**src/rtl/ex_mem_stage.sv**
```systemverilog
// EX/MEM pipeline boundary for the RV32I core: captures ALU result and control,
// resolves branches/jumps and issues a one-shot registered redirect with wrong-path squash.
module ex_mem_stage #(
    parameter int XLEN = 32
) (
    input  logic            clk,
    input  logic            rst,
    input  logic            stall,
    input  logic            flush,
    input  logic            ex_valid,
    input  logic [XLEN-1:0] ex_pc,
    input  logic [XLEN-1:0] ex_imm,
    input  logic [XLEN-1:0] ex_rs1,
    input  logic [XLEN-1:0] ex_rs2,
    input  logic [XLEN-1:0] alu_out,
    input  logic            alu_zero,
    input  logic            alu_slt,
    input  logic            ex_is_branch,
    input  logic            ex_is_jal,
    input  logic            ex_is_jalr,
    input  logic [2:0]      ex_funct3,
    input  logic [4:0]      ex_rd,
    input  logic            ex_reg_write,
    input  logic            ex_mem_read,
    input  logic            ex_mem_write,
    output logic            mem_valid,
    output logic [XLEN-1:0] mem_result,
    output logic [XLEN-1:0] mem_store_data,
    output logic [4:0]      mem_rd,
    output logic [2:0]      mem_funct3,
    output logic            mem_reg_write,
    output logic            mem_mem_read,
    output logic            mem_mem_write,
    output logic            mem_misalign,
    output logic            mem_illegal,
    output logic            redirect,
    output logic [XLEN-1:0] redirect_pc
);

    function automatic logic branch_cond(
        input logic [2:0]      funct3,
        input logic            zero,
        input logic            slt,
        input logic [XLEN-1:0] rs1,
        input logic [XLEN-1:0] rs2
    );
        logic ltu;
        ltu = (rs1 < rs2);
        case (funct3)
            3'b000:  branch_cond = zero;
            3'b001:  branch_cond = !zero;
            3'b100:  branch_cond = slt;
            3'b101:  branch_cond = !slt;
            3'b110:  branch_cond = ltu;
            3'b111:  branch_cond = !ltu;
            default: branch_cond = 1'b0;
        endcase
    endfunction

    logic            r_vld_p1;
    logic [XLEN-1:0] r_result_p1;
    logic [XLEN-1:0] r_store_data_p1;
    logic [4:0]      r_rd_p1;
    logic [2:0]      r_funct3_p1;
    logic            r_reg_write_p1;
    logic            r_mem_read_p1;
    logic            r_mem_write_p1;
    logic            r_misalign_p1;
    logic            r_illegal_p1;
    logic            r_squash_pending;
    logic [XLEN-1:0] r_redirect_pc;

    logic            w_live;
    logic            w_is_jump;
    logic            w_taken;
    logic            w_bad_funct3;
    logic [XLEN-1:0] w_target;
    logic [XLEN-1:0] w_link;
    logic            w_do_redirect;
    logic            w_misalign;
    logic            w_illegal;

    // EX stage: resolve control transfer
    assign w_live        = ex_valid && !r_squash_pending;
    assign w_is_jump     = ex_is_jal || ex_is_jalr;
    assign w_bad_funct3  = (ex_funct3 == 3'b010) || (ex_funct3 == 3'b011);
    assign w_taken       = w_is_jump ||
                           (ex_is_branch && branch_cond(ex_funct3, alu_zero, alu_slt, ex_rs1, ex_rs2));
    assign w_target      = ex_is_jalr ? {alu_out[XLEN-1:1], 1'b0} : (ex_pc + ex_imm);
    assign w_link        = ex_pc + 32'd4;
    assign w_do_redirect = w_live && w_taken && !w_target[1];
    assign w_misalign    = w_live && w_taken && w_target[1];
    assign w_illegal     = w_live && ex_is_branch && w_bad_funct3;

    // EX -> MEM boundary
    always_ff @(posedge clk) begin
        if (rst) begin
            r_vld_p1         <= 1'b0;
            r_result_p1      <= '0;
            r_store_data_p1  <= '0;
            r_rd_p1          <= '0;
            r_funct3_p1      <= '0;
            r_reg_write_p1   <= 1'b0;
            r_mem_read_p1    <= 1'b0;
            r_mem_write_p1   <= 1'b0;
            r_misalign_p1    <= 1'b0;
            r_illegal_p1     <= 1'b0;
            r_squash_pending <= 1'b0;
            r_redirect_pc    <= '0;
        end else if (flush || (!stall && !w_live)) begin
            r_vld_p1         <= 1'b0;
            r_reg_write_p1   <= 1'b0;
            r_mem_read_p1    <= 1'b0;
            r_mem_write_p1   <= 1'b0;
            r_misalign_p1    <= 1'b0;
            r_illegal_p1     <= 1'b0;
            r_squash_pending <= 1'b0;
        end else if (!stall) begin
            r_vld_p1         <= 1'b1;
            r_result_p1      <= w_is_jump ? w_link : alu_out;
            r_store_data_p1  <= ex_rs2;
            r_rd_p1          <= ex_rd;
            r_funct3_p1      <= ex_funct3;
            r_reg_write_p1   <= ex_reg_write;
            r_mem_read_p1    <= ex_mem_read;
            r_mem_write_p1   <= ex_mem_write;
            r_misalign_p1    <= w_misalign;
            r_illegal_p1     <= w_illegal;
            r_squash_pending <= w_do_redirect;
            if (w_do_redirect) begin
                r_redirect_pc <= w_target;
            end
        end
    end

    assign mem_valid      = r_vld_p1;
    assign mem_result     = r_result_p1;
    assign mem_store_data = r_store_data_p1;
    assign mem_rd         = r_rd_p1;
    assign mem_funct3     = r_funct3_p1;
    assign mem_reg_write  = r_reg_write_p1;
    assign mem_mem_read   = r_mem_read_p1;
    assign mem_mem_write  = r_mem_write_p1;
    assign mem_misalign   = r_misalign_p1;
    assign mem_illegal    = r_illegal_p1;
    assign redirect       = r_squash_pending;
    assign redirect_pc    = r_redirect_pc;

endmodule

```
**config.mk**
```make
export PLATFORM = sky130hd
export DESIGN_NAME = ex_mem_stage
export DESIGN_NICKNAME = d
export VERILOG_FILES = /design/src/rtl/ex_mem_stage.sv
export SDC_FILE = /design/constraint.sdc
export NUM_CORES = 1
export LEC_CHECK = 0
export CAP_MARGIN = 20
export CORE_ASPECT_RATIO = 0.6
export CORE_MARGIN = 1
export CORE_UTILIZATION = 49
export CTS_CLUSTER_DIAMETER = 60
export CTS_CLUSTER_SIZE = 14
export DETAILED_ROUTE_END_ITERATION = 7
export MAX_ROUTING_LAYER = met4
export PLACE_DENSITY_LB_ADDON = 0.15
export SYNTH_ARGS = -nofsm -noshare
export SYNTH_HDL_FRONTEND = slang
export SYNTH_SLANG_ARGS = --single-unit
```
**constraint.sdc**
```tcl
create_clock -name clk -period 4.9 [get_ports clk]
set_clock_uncertainty 0.2 [all_clocks]
set_input_delay 0.98 -clock clk [delete_from_list [all_inputs] [get_ports clk]]
set_output_delay 0.98 -clock clk [all_outputs]
set_load 0.02 [all_outputs]
```
# Word level (Yosys, flattened, before mapping)
# Index checks and enable logic that the tools add are counted.
[totals]
register_bits = 111
output_inout_bits = 111
word_cells = 50
[classes]
n_addsub = 2
magnitude_cmp = 1
n_eq_ne = 7
mux = 3
bitwise = 2
n_reduce_logical = 23
[ops]
columns = ["cell", "count"]
rows = [
  ["32-bit two-way mux", 2],
  ["32-bit by 3-bit adder with 32-bit output (second input constant)", 1],
  ["32-bit adder", 1],
  ["32-bit < comparator", 1],
  ["3-bit == test (second input constant)", 4],
  ["1-bit logical AND", 8],
  ["1-bit zero test", 7],
  ["3-bit by 2-bit == test with 1-bit output (second input constant)", 2],
  ["1-bit one-hot mux with 6 select lines", 1],
  ["1-bit logical OR", 4],
  ["3-bit by 1-bit == test with 1-bit output (second input constant)", 1],
  ["3-bit zero test", 1],
  ["3-bit AND reduction", 1],
  ["1-bit inverter", 2],
  ["2-bit AND reduction", 1],
  ["2-bit OR reduction", 1],
]

# Logic depth before layout (Yosys ltp)
# Gate-level depths: netlist of run 1.
[logic_depth]
depth_word = 8
mapped_depth = 12

# Worst setup path after synthesis of run 1
# OpenSTA, ideal clock, no wires.
[synth_path]
path_type = "input -> register"
startpoint = "input ex_rs2[23]"
endpoint = "register r_redirect_pc[12] (netlist: redirect_pc[12])"
setup_time_ps = 137
arrival_time_ps = 3096
setup_slack_ps = 1466
path_stages = 12
path_buffers = 1
path_cell_list = "inv_1 ha_1 a21oi_2 o21ai_1 a22oi_1 o211ai_1 or4_1 mux2_4 a21o_4 nor2_8 buf_6 a311oi_2"
[synth_via]
elab_chain_len = 8
[synth_lines]
columns = ["element", "line", "rtl"]
rows = [
  ["start: declaration", "14", "input logic [XLEN-1:0] ex_rs2,"],
  ["32-bit < comparator *", "48", "ltu = (rs1 < rs2);"],
  ["1-bit zero test", "55", "3'b111: branch_cond = !ltu;"],
  ["1-bit one-hot mux with 6 select lines *", "49", "case (funct3)"],
  ["1-bit logical AND *", "88", "(ex_is_branch && branch_cond(ex_funct3, alu_zero, alu_slt, ex_rs1, ex_rs2));"],
  ["1-bit logical OR *", "87", "assign w_taken = w_is_jump ||"],
  ["1-bit logical AND * (2 in a row)", "91", "assign w_do_redirect = w_live && w_taken && !w_target[1];"],
  ["3-bit AND reduction (no line) *", "n/a", ""],
  ["end signal: assignment", "131", "r_redirect_pc <= w_target;"],
  ["end: declaration", "71", "logic [XLEN-1:0] r_redirect_pc;"],
]
# Mark *: on every way between the ends. The rest lies on a longest branch, timed or not.
# A chain may end at the register's enable or synchronous reset.

# Worst setup path in the final report of run 1
[layout_path]
startpoint = "input ex_rs2[13]"
endpoint = "register r_redirect_pc[28] (netlist: redirect_pc[28])"
# Same word-level chain as after synthesis.

==> summary.txt, run 1 <==
Logic synthesis
  – Most common flop cell mapped by yosys: dfxtp_1
  – Main area contributors after synthesis: dfxtp_1, ha_1, a21oi_1, nand2_1, nor2_1
  – Post-Synth Simple-Gate Area: 20.7%
  – Largest family of logic cells by synthesized area: compound AO/OA/AOI/OAI gates
  – Mapped Nets: 1252
  – Syn Std Cell Area: 0.00769 mm^2
  – Most numerous cell in the Yosys netlist: a21oi_1
  – Synth top area share: 28.9%
  – Post-synth EDFFs: 0
  – Synth Area in XOR/XNOR: 5.81%
  – Adder-Cell Fraction of Synth Area: 10.5%
  – Top cells by count, synth: a21oi_1, nand2_1, dfxtp_1
  – Register bit total from synthesis: 111
  – Distinct cells, synth: 75
  – Gate Count Post-Synth: 1007
  – Syn. warnings: 0
  – Compound-Gate Fraction of Synth Area: 26.8%
  – Cell taking the most area after synthesis: dfxtp_1
  – Ys async rst share: 0%
  – Post-Syn Area per Cell: 7.64 um^2
  – Mux cell area share after synthesis: 1.25%
  – Sequential area share after synthesis: 28.9%

Clock network
  – Post-CTS Repair Setup Buffers: 0
  – Total CTS buffers: 9
  – Cts repair resizes: 0
  – Clk Latency, worst-skew pair: 0.35 ns
  – Clk buf depth: 2
  – Root Driver: clkbuf_16
  – H-Tree Depth: 3
  – CTS sink cnt: 111
  – TritonCTS clock tree: yes
  – Hold_buf cts: 0
  – Clock slew at reported path FFs: 0.09 ns

Worst setup path
  – Worst-path cell chain: clkdlybuf4s50_1, inv_1, ha_1, a21o_1, a211oi_1, o211ai_1, o31ai_1, mux2_4, a21oi_4, buf_4, a21oi_1, a311oi_2
  – Startpoint Class: input port
  – Arr. time, crit path: 4.17 ns
  – Critical Path Fanout Max: 32
  – CP peak stage delay: 0.49 ns
  – Delay-heaviest family, CP: compound AO/OA/AOI/OAI gates
  – WP buf/inv: 3
  – Worst EP required: 4.96 ns
  – CP endpoint kind: flop
  – Register-to-register setup slack: 2.12 ns
  – CP Class: in -> reg
  – Slowest stage cell, crit path: o31ai_1

GRT
  – Pin count of the biggest net entering global routing: 78
  – Number of global-route vias before repair: 7685
  – Total track usage: 33.1%
  – Antenna violations before repair: 1
  – GRT overflow: 0
  – First-pass GRT wire length: 40.9 mm

Timing
  – WHS: 0.256 ns
  – Slew HR: 37.0%
  – Final WS setup: 0.791 ns
  – Tcrit/Tclk final: 83.9%
  – # setup viols final: 0
  – Setup tns final: 0 ns
  – Final Critical Period: 4.11 ns
  – RSZ-0062 raised after global routing: false
  – Max-slew violation count: 0
  – Peak Freq: 0.243 GHz
  – Fin. Hold Viols: 0
  – Worst-margin pin slew: 0.946 ns

Detailed routing
  – Initial DRC count: 750
  – Vias/cell: 5.71
  – Wire length per cell: 18.0 um
  – # DRC: 0
  – Vias: 8405
  – DRT Pass-1 Iters: 5
  – Routed WL: 26.5 mm
  – Post-DRT Antenna Nets: 0

Pwr
  – Cell Int Power: 1650 uW
  – Sw frac: 32.9%
  – IR drop worst, VDD: 0.000158 V
  – Sw power: 808 uW
  – PwrDens: 225 mW/mm^2
  – Sequential share of power: 38.5%
  – Leak: 0.00421 uW
  – Gate power share: 31.3%
  – Clk pwr share: 30.2%

Floorplan
  – Ports: 292
  – Total Die Area: 0.0162 mm^2
  – Initial Util: 50.2%
  – Row cnt: 35
  – Die height: 99.0 um
  – Core box area: 0.0153 mm^2
  – Die width: 164 um

Job
  – Max_cap viols: 0

Placement
  – Hpwl dp: 20.3 mm
  – PortBufs: 291
  – Cell Area, Placed: 0.0106 mm^2
  – Setup slack at placement: 0.436 ns
  – Final GP Congestion: 0.910

Min path
  – Hold crit path type: reg -> reg

Status
  – Status: completed

Cells and area
  – Layout area overhead: 42.2%
  – Fin nets: 1507
  – Design area: 0.0109 mm^2
  – Fraction of layout cells with a size suffix above 1: 4.50%
[final timing paths]
| path | start | to | cells after the start |
|---|---|---|---|
| setup / recovery | ex_rs2[13] | redirect_pc[28]$_SDFFE_PP0P_ | 12 |
| hold / removal | mem_store_data[15]$_SDFFE_PP0P_ | mem_store_data[15]$_SDFFE_PP0P_ | 2 |
| setup reg to reg | redirect$_SDFFE_PP0N_ | redirect_pc[28]$_SDFFE_PP0P_ | 8 |
| hold reg to reg | mem_store_data[15]$_SDFFE_PP0P_ | mem_store_data[15]$_SDFFE_PP0P_ | 2 |
[state kept, by name, indices dropped and copies added (netlist names)]
signal / flops
mem_result: 32
mem_store_data: 32
redirect_pc: 32
mem_rd: 5
mem_funct3: 3
mem_illegal: 1
mem_mem_read: 1
mem_mem_write: 1
mem_misalign: 1
mem_reg_write: 1
mem_valid: 1
redirect: 1
[logic make-up after synthesis]
logic type                 Yosys count
xor gates and xnor gates            51
AOI/OAI and AO/OA                  316
and+or+nand+nor                    352
buffers and inverters              104
muxes                                9
adders and majority gates           64
DFF                                111
[final cells by class]
type,instances,area [um^2]
Sequential cell,111,2220
Multi-Input combinational cell,792,5010
Timing Repair Buffer,302,2990
Tap cell,203,254
Inverter,46,173
Clock buffer,10,229
Clock inverter,6,57.6
Antenna cell,1,2.50
Fill cell,1294,4390
[tightest hold or removal path, stage by stage, from the launching register on]
cell     delay (ns)
dfxtp_1        0.31
nand2_1        0.05
a21oi_1        0.05
[metrics by stage]
| stage | instances | util (%) | total power, uW |
|---|---|---|---|
| after floorplan | 1007 | - | 1400 |
| after global placement | 1454 | 69.5 | 1710 |
| after detailed placement | 1454 | 69.5 | 1720 |
| after CTS | 1470 | 71.3 | 2470 |
| after global routing | 1471 | 71.4 | 2570 |
| final | 1471 | 71.4 | 2460 |
[power by group through the flow]
stage | combinational [uW] | clock, uW | sequential (uW)
2_1_floorplan | 397 | 0 | 1000
3_3_place_gp | 747 | 0 | 966
3_5_place_dp | 757 | 0 | 967
4_1_cts | 763 | 757 | 946
5_1_grt | 838 | 783 | 950
6_report | 769 | 743 | 947
[per-layer routing]
metal,global-route usage (%),wire length [um],part of all wire (%)
met1,45.9,12200,46
met2,48.2,11300,43
met3,7.41,2440,9.2
met4,8.83,575,2.2
met5,-,0,0
[layout by cell type (no fill, tap or decap), types with 10 or more instances in the layout]
master	n
nand2_1	145
buf_4	12
a311oi_2	10
xor2_1	21
ha_1	63
a21o_1	16
xnor2_1	30
inv_1	45
nor2_1	102
o21ai_0	37
a21oi_1	155
dfxtp_1	111
nor3_1	14
nand4_1	14
nand3_1	30
clkdlybuf4s50_1	289
a211oi_1	40
(Power assumes the default switching activity.)
==> run 2, diff against run 1 <==
- CORE_UTILIZATION: 49 -> 41
- clock period: 4.9 -> 3.6 ns (I/O delays scaled with it)
==> run 2 against run 1 <==
  * The run now ends with negative setup slack left
  * Non-clock buffer count grew 86
  * First-iteration DRC count shrank 2.7%
  * Cell count grew 8.3%
  * Global-route usage shrank 4.0 points
  * Combinational power grew 57%
==> summary.txt, run 2 (synthesis gave the netlist of run 1 again) <==
Floorplan
  – Row cnt: 38
  – Ports: 292
  – Core box area: 0.0182 mm^2
  – Total Die Area: 0.0193 mm^2
  – Die width: 179 um
  – Die height: 108 um
  – Initial Util: 42.2%

Worst setup path
  – CP peak stage delay: 0.53 ns
  – Worst-path cell chain: clkdlybuf4s50_1, inv_2, ha_4, nand4_1, buf_4, nor3_4, o211ai_1, a21oi_2, o31ai_4, mux2_4, a21oi_4, buf_6, clkbuf_16, a21oi_1, a311oi_2
  – Register-to-register setup slack: 0.89 ns
  – Slowest stage cell, crit path: clkdlybuf4s50_1
  – CP Class: in -> reg
  – Startpoint Class: input port
  – WP depth: 15
  – CP endpoint kind: flop
  – CP Capture Point: redirect_pc[9]$_SDFFE_PP0P_
  – R2R depth: 9
  – Arr. time, crit path: 3.71 ns
  – R2R Path End: redirect_pc[9]$_SDFFE_PP0P_
  – WP buf/inv: 5
  – Critical Path Fanout Max: 8
  – Worst EP required: 3.68 ns
  – Critical path startpoint: ex_rs2[23]
  – Delay-heaviest family, CP: buffers and inverters
  – Start of the worst register-to-register path: redirect$_SDFFE_PP0N_

Timing
  – Peak Freq: 0.275 GHz
  – Max-slew violation count: 0
  – # setup viols final: 7
  – Worst-margin pin slew: 0.937 ns
  – Fin. Hold Viols: 0
  – Setup tns final: -0.106 ns
  – Final WS setup: -0.0326 ns
  – Slew HR: 37.6%
  – WHS: 0.254 ns
  – Final Critical Period: 3.63 ns
  – Tcrit/Tclk final: 101%

Cells and area
  – Commonest non-fill, non-tap cell in the layout: clkdlybuf4s50_1
  – Fin nets: 1593
  – Fraction of layout cells with a size suffix above 1: 12.9%
  – Design area: 0.0120 mm^2
  – Ant. Diodes: 0
  – Commonest cells after routing, fill and taps aside: clkdlybuf4s50_1, a21oi_1, nand2_1, dfxtp_1, nor2_1
  – Layout area overhead: 56.2%

Detailed routing
  – Post-DRT Antenna Nets: 0
  – Routed WL: 28.8 mm
  – Vias: 8621
  – Wire length per cell: 18.1 um
  – Vias/cell: 5.41
  – Initial DRC count: 730
  – DRT Pass-1 Iters: 5
  – # DRC: 0

Clock network
  – Hold_buf cts: 0
  – Clk buf depth: 2
  – H-Tree Depth: 3
  – Root Driver: clkbuf_16
  – Clk Latency, worst-skew pair: 0.36 ns
  – CTS sink cnt: 111
  – Clock slew at reported path FFs: 0.08 ns
  – Total CTS buffers: 9
  – TritonCTS clock tree: yes

GRT
  – Pin count of the biggest net entering global routing: 73
  – GRT overflow: 0
  – Antenna violations before repair: 0
  – Number of global-route vias before repair: 8006
  – First-pass GRT wire length: 42.5 mm
  – Total track usage: 29.1%

Pwr
  – PwrDens: 303 mW/mm^2
  – IR drop worst, VDD: 0.000225 V
  – Overall power: 3640 uW
  – Leak: 0.00477 uW

Min path
  – Hold crit path type: reg -> reg

Job
  – Max_cap viols: 0

Status
  – Status: finished, violations left
  – Failing checks: negative setup slack

Placement
  – PortBufs: 291
  – Final GP Congestion: 0.902
  – Setup slack at placement: -0.478 ns
  – Cell Area, Placed: 0.0114 mm^2
  – Hpwl dp: 21.6 mm
[run 2: cell types whose count changed in the layout (fill, tap and decap cells not counted), sizes merged, moves of 2 or more]
cell	before	now
dlymetal6s2s	0	9
clkdlybuf4s50	289	280
buf	13	97
bufinv	0	2
inv	50	48
[run 2: power breakdown]
part,total [uW],switching [uW],leakage [uW],internal [uW]
clock network,1140,521,0.000157,621
registers,1290,22.3,0.000901,1270
logic,1210,610,0.00372,604
total,3640,1150,0.00477,2490
[run 2: worst register-to-register path, stage by stage (launching register included)]
cell and delay [ns]:
dfxtp_1 0.37, nor2b_1 0.17, o21ai_0 0.21, or4_1 0.56
mux2_4 0.31, a21oi_4 0.21, buf_6 0.13, clkbuf_16 0.15
a21oi_1 0.08, a311oi_2 0.24
[run 2: how the worst min path moves through the flow]
stage	from	to	slack (ns)	cells past startpoint
2_1_floorplan	mem_valid$_SDFFE_PP0N_	mem_valid$_SDFFE_PP0N_	0.33	2
5_1_grt	mem_store_data[28]$_SDFFE_PP0P_	mem_store_data[28]$_SDFFE_PP0P_	0.27	2
3_5_place_dp	mem_rd[0]$_SDFFE_PP0P_	mem_rd[0]$_SDFFE_PP0P_	0.25	2
3_3_place_gp	mem_store_data[11]$_SDFFE_PP0P_	mem_store_data[11]$_SDFFE_PP0P_	0.24	2
6_report	mem_store_data[25]$_SDFFE_PP0P_	mem_store_data[25]$_SDFFE_PP0P_	0.25	2
4_1_cts	mem_rd[0]$_SDFFE_PP0P_	mem_rd[0]$_SDFFE_PP0P_	0.26	2
[run 2: repair_timing]
action | CTS | global route
setup endpoints to repair | 32 | 33
buffers inserted | 0 | 3
gates resized for setup | 1 | 45
pin swaps | 0 | 26
cloned | 0 | 3
[run 2: metrics by stage]
stage / instances / util [%]
finish: 1593 / 66.0
global route: 1593 / 66.0
CTS: 1587 / 64.2
detailed placement: 1571 / 62.4
global placement: 1571 / 62.4
floorplan: 1007 / -
[run 2: routing by layer]
layer | vias to the layer above | GRT usage [%] | part of all wire (%)
li1 | 4269 | - | -
met1 | 3961 | 42.1 | 48
met2 | 359 | 41.2 | 42
met3 | 32 | 6.19 | 8.1
met4 | 0 | 5.69 | 1.5
met5 | - | - | 0
[run 2: cell type report]
type	count	area (um^2)
Fill cell	1589	6200
Multi-Input combinational cell	792	5220
Timing Repair Buffer	388	3770
Sequential cell	111	2220
Tap cell	240	300
Clock buffer	9	225
Inverter	46	173
Clock inverter	7	103
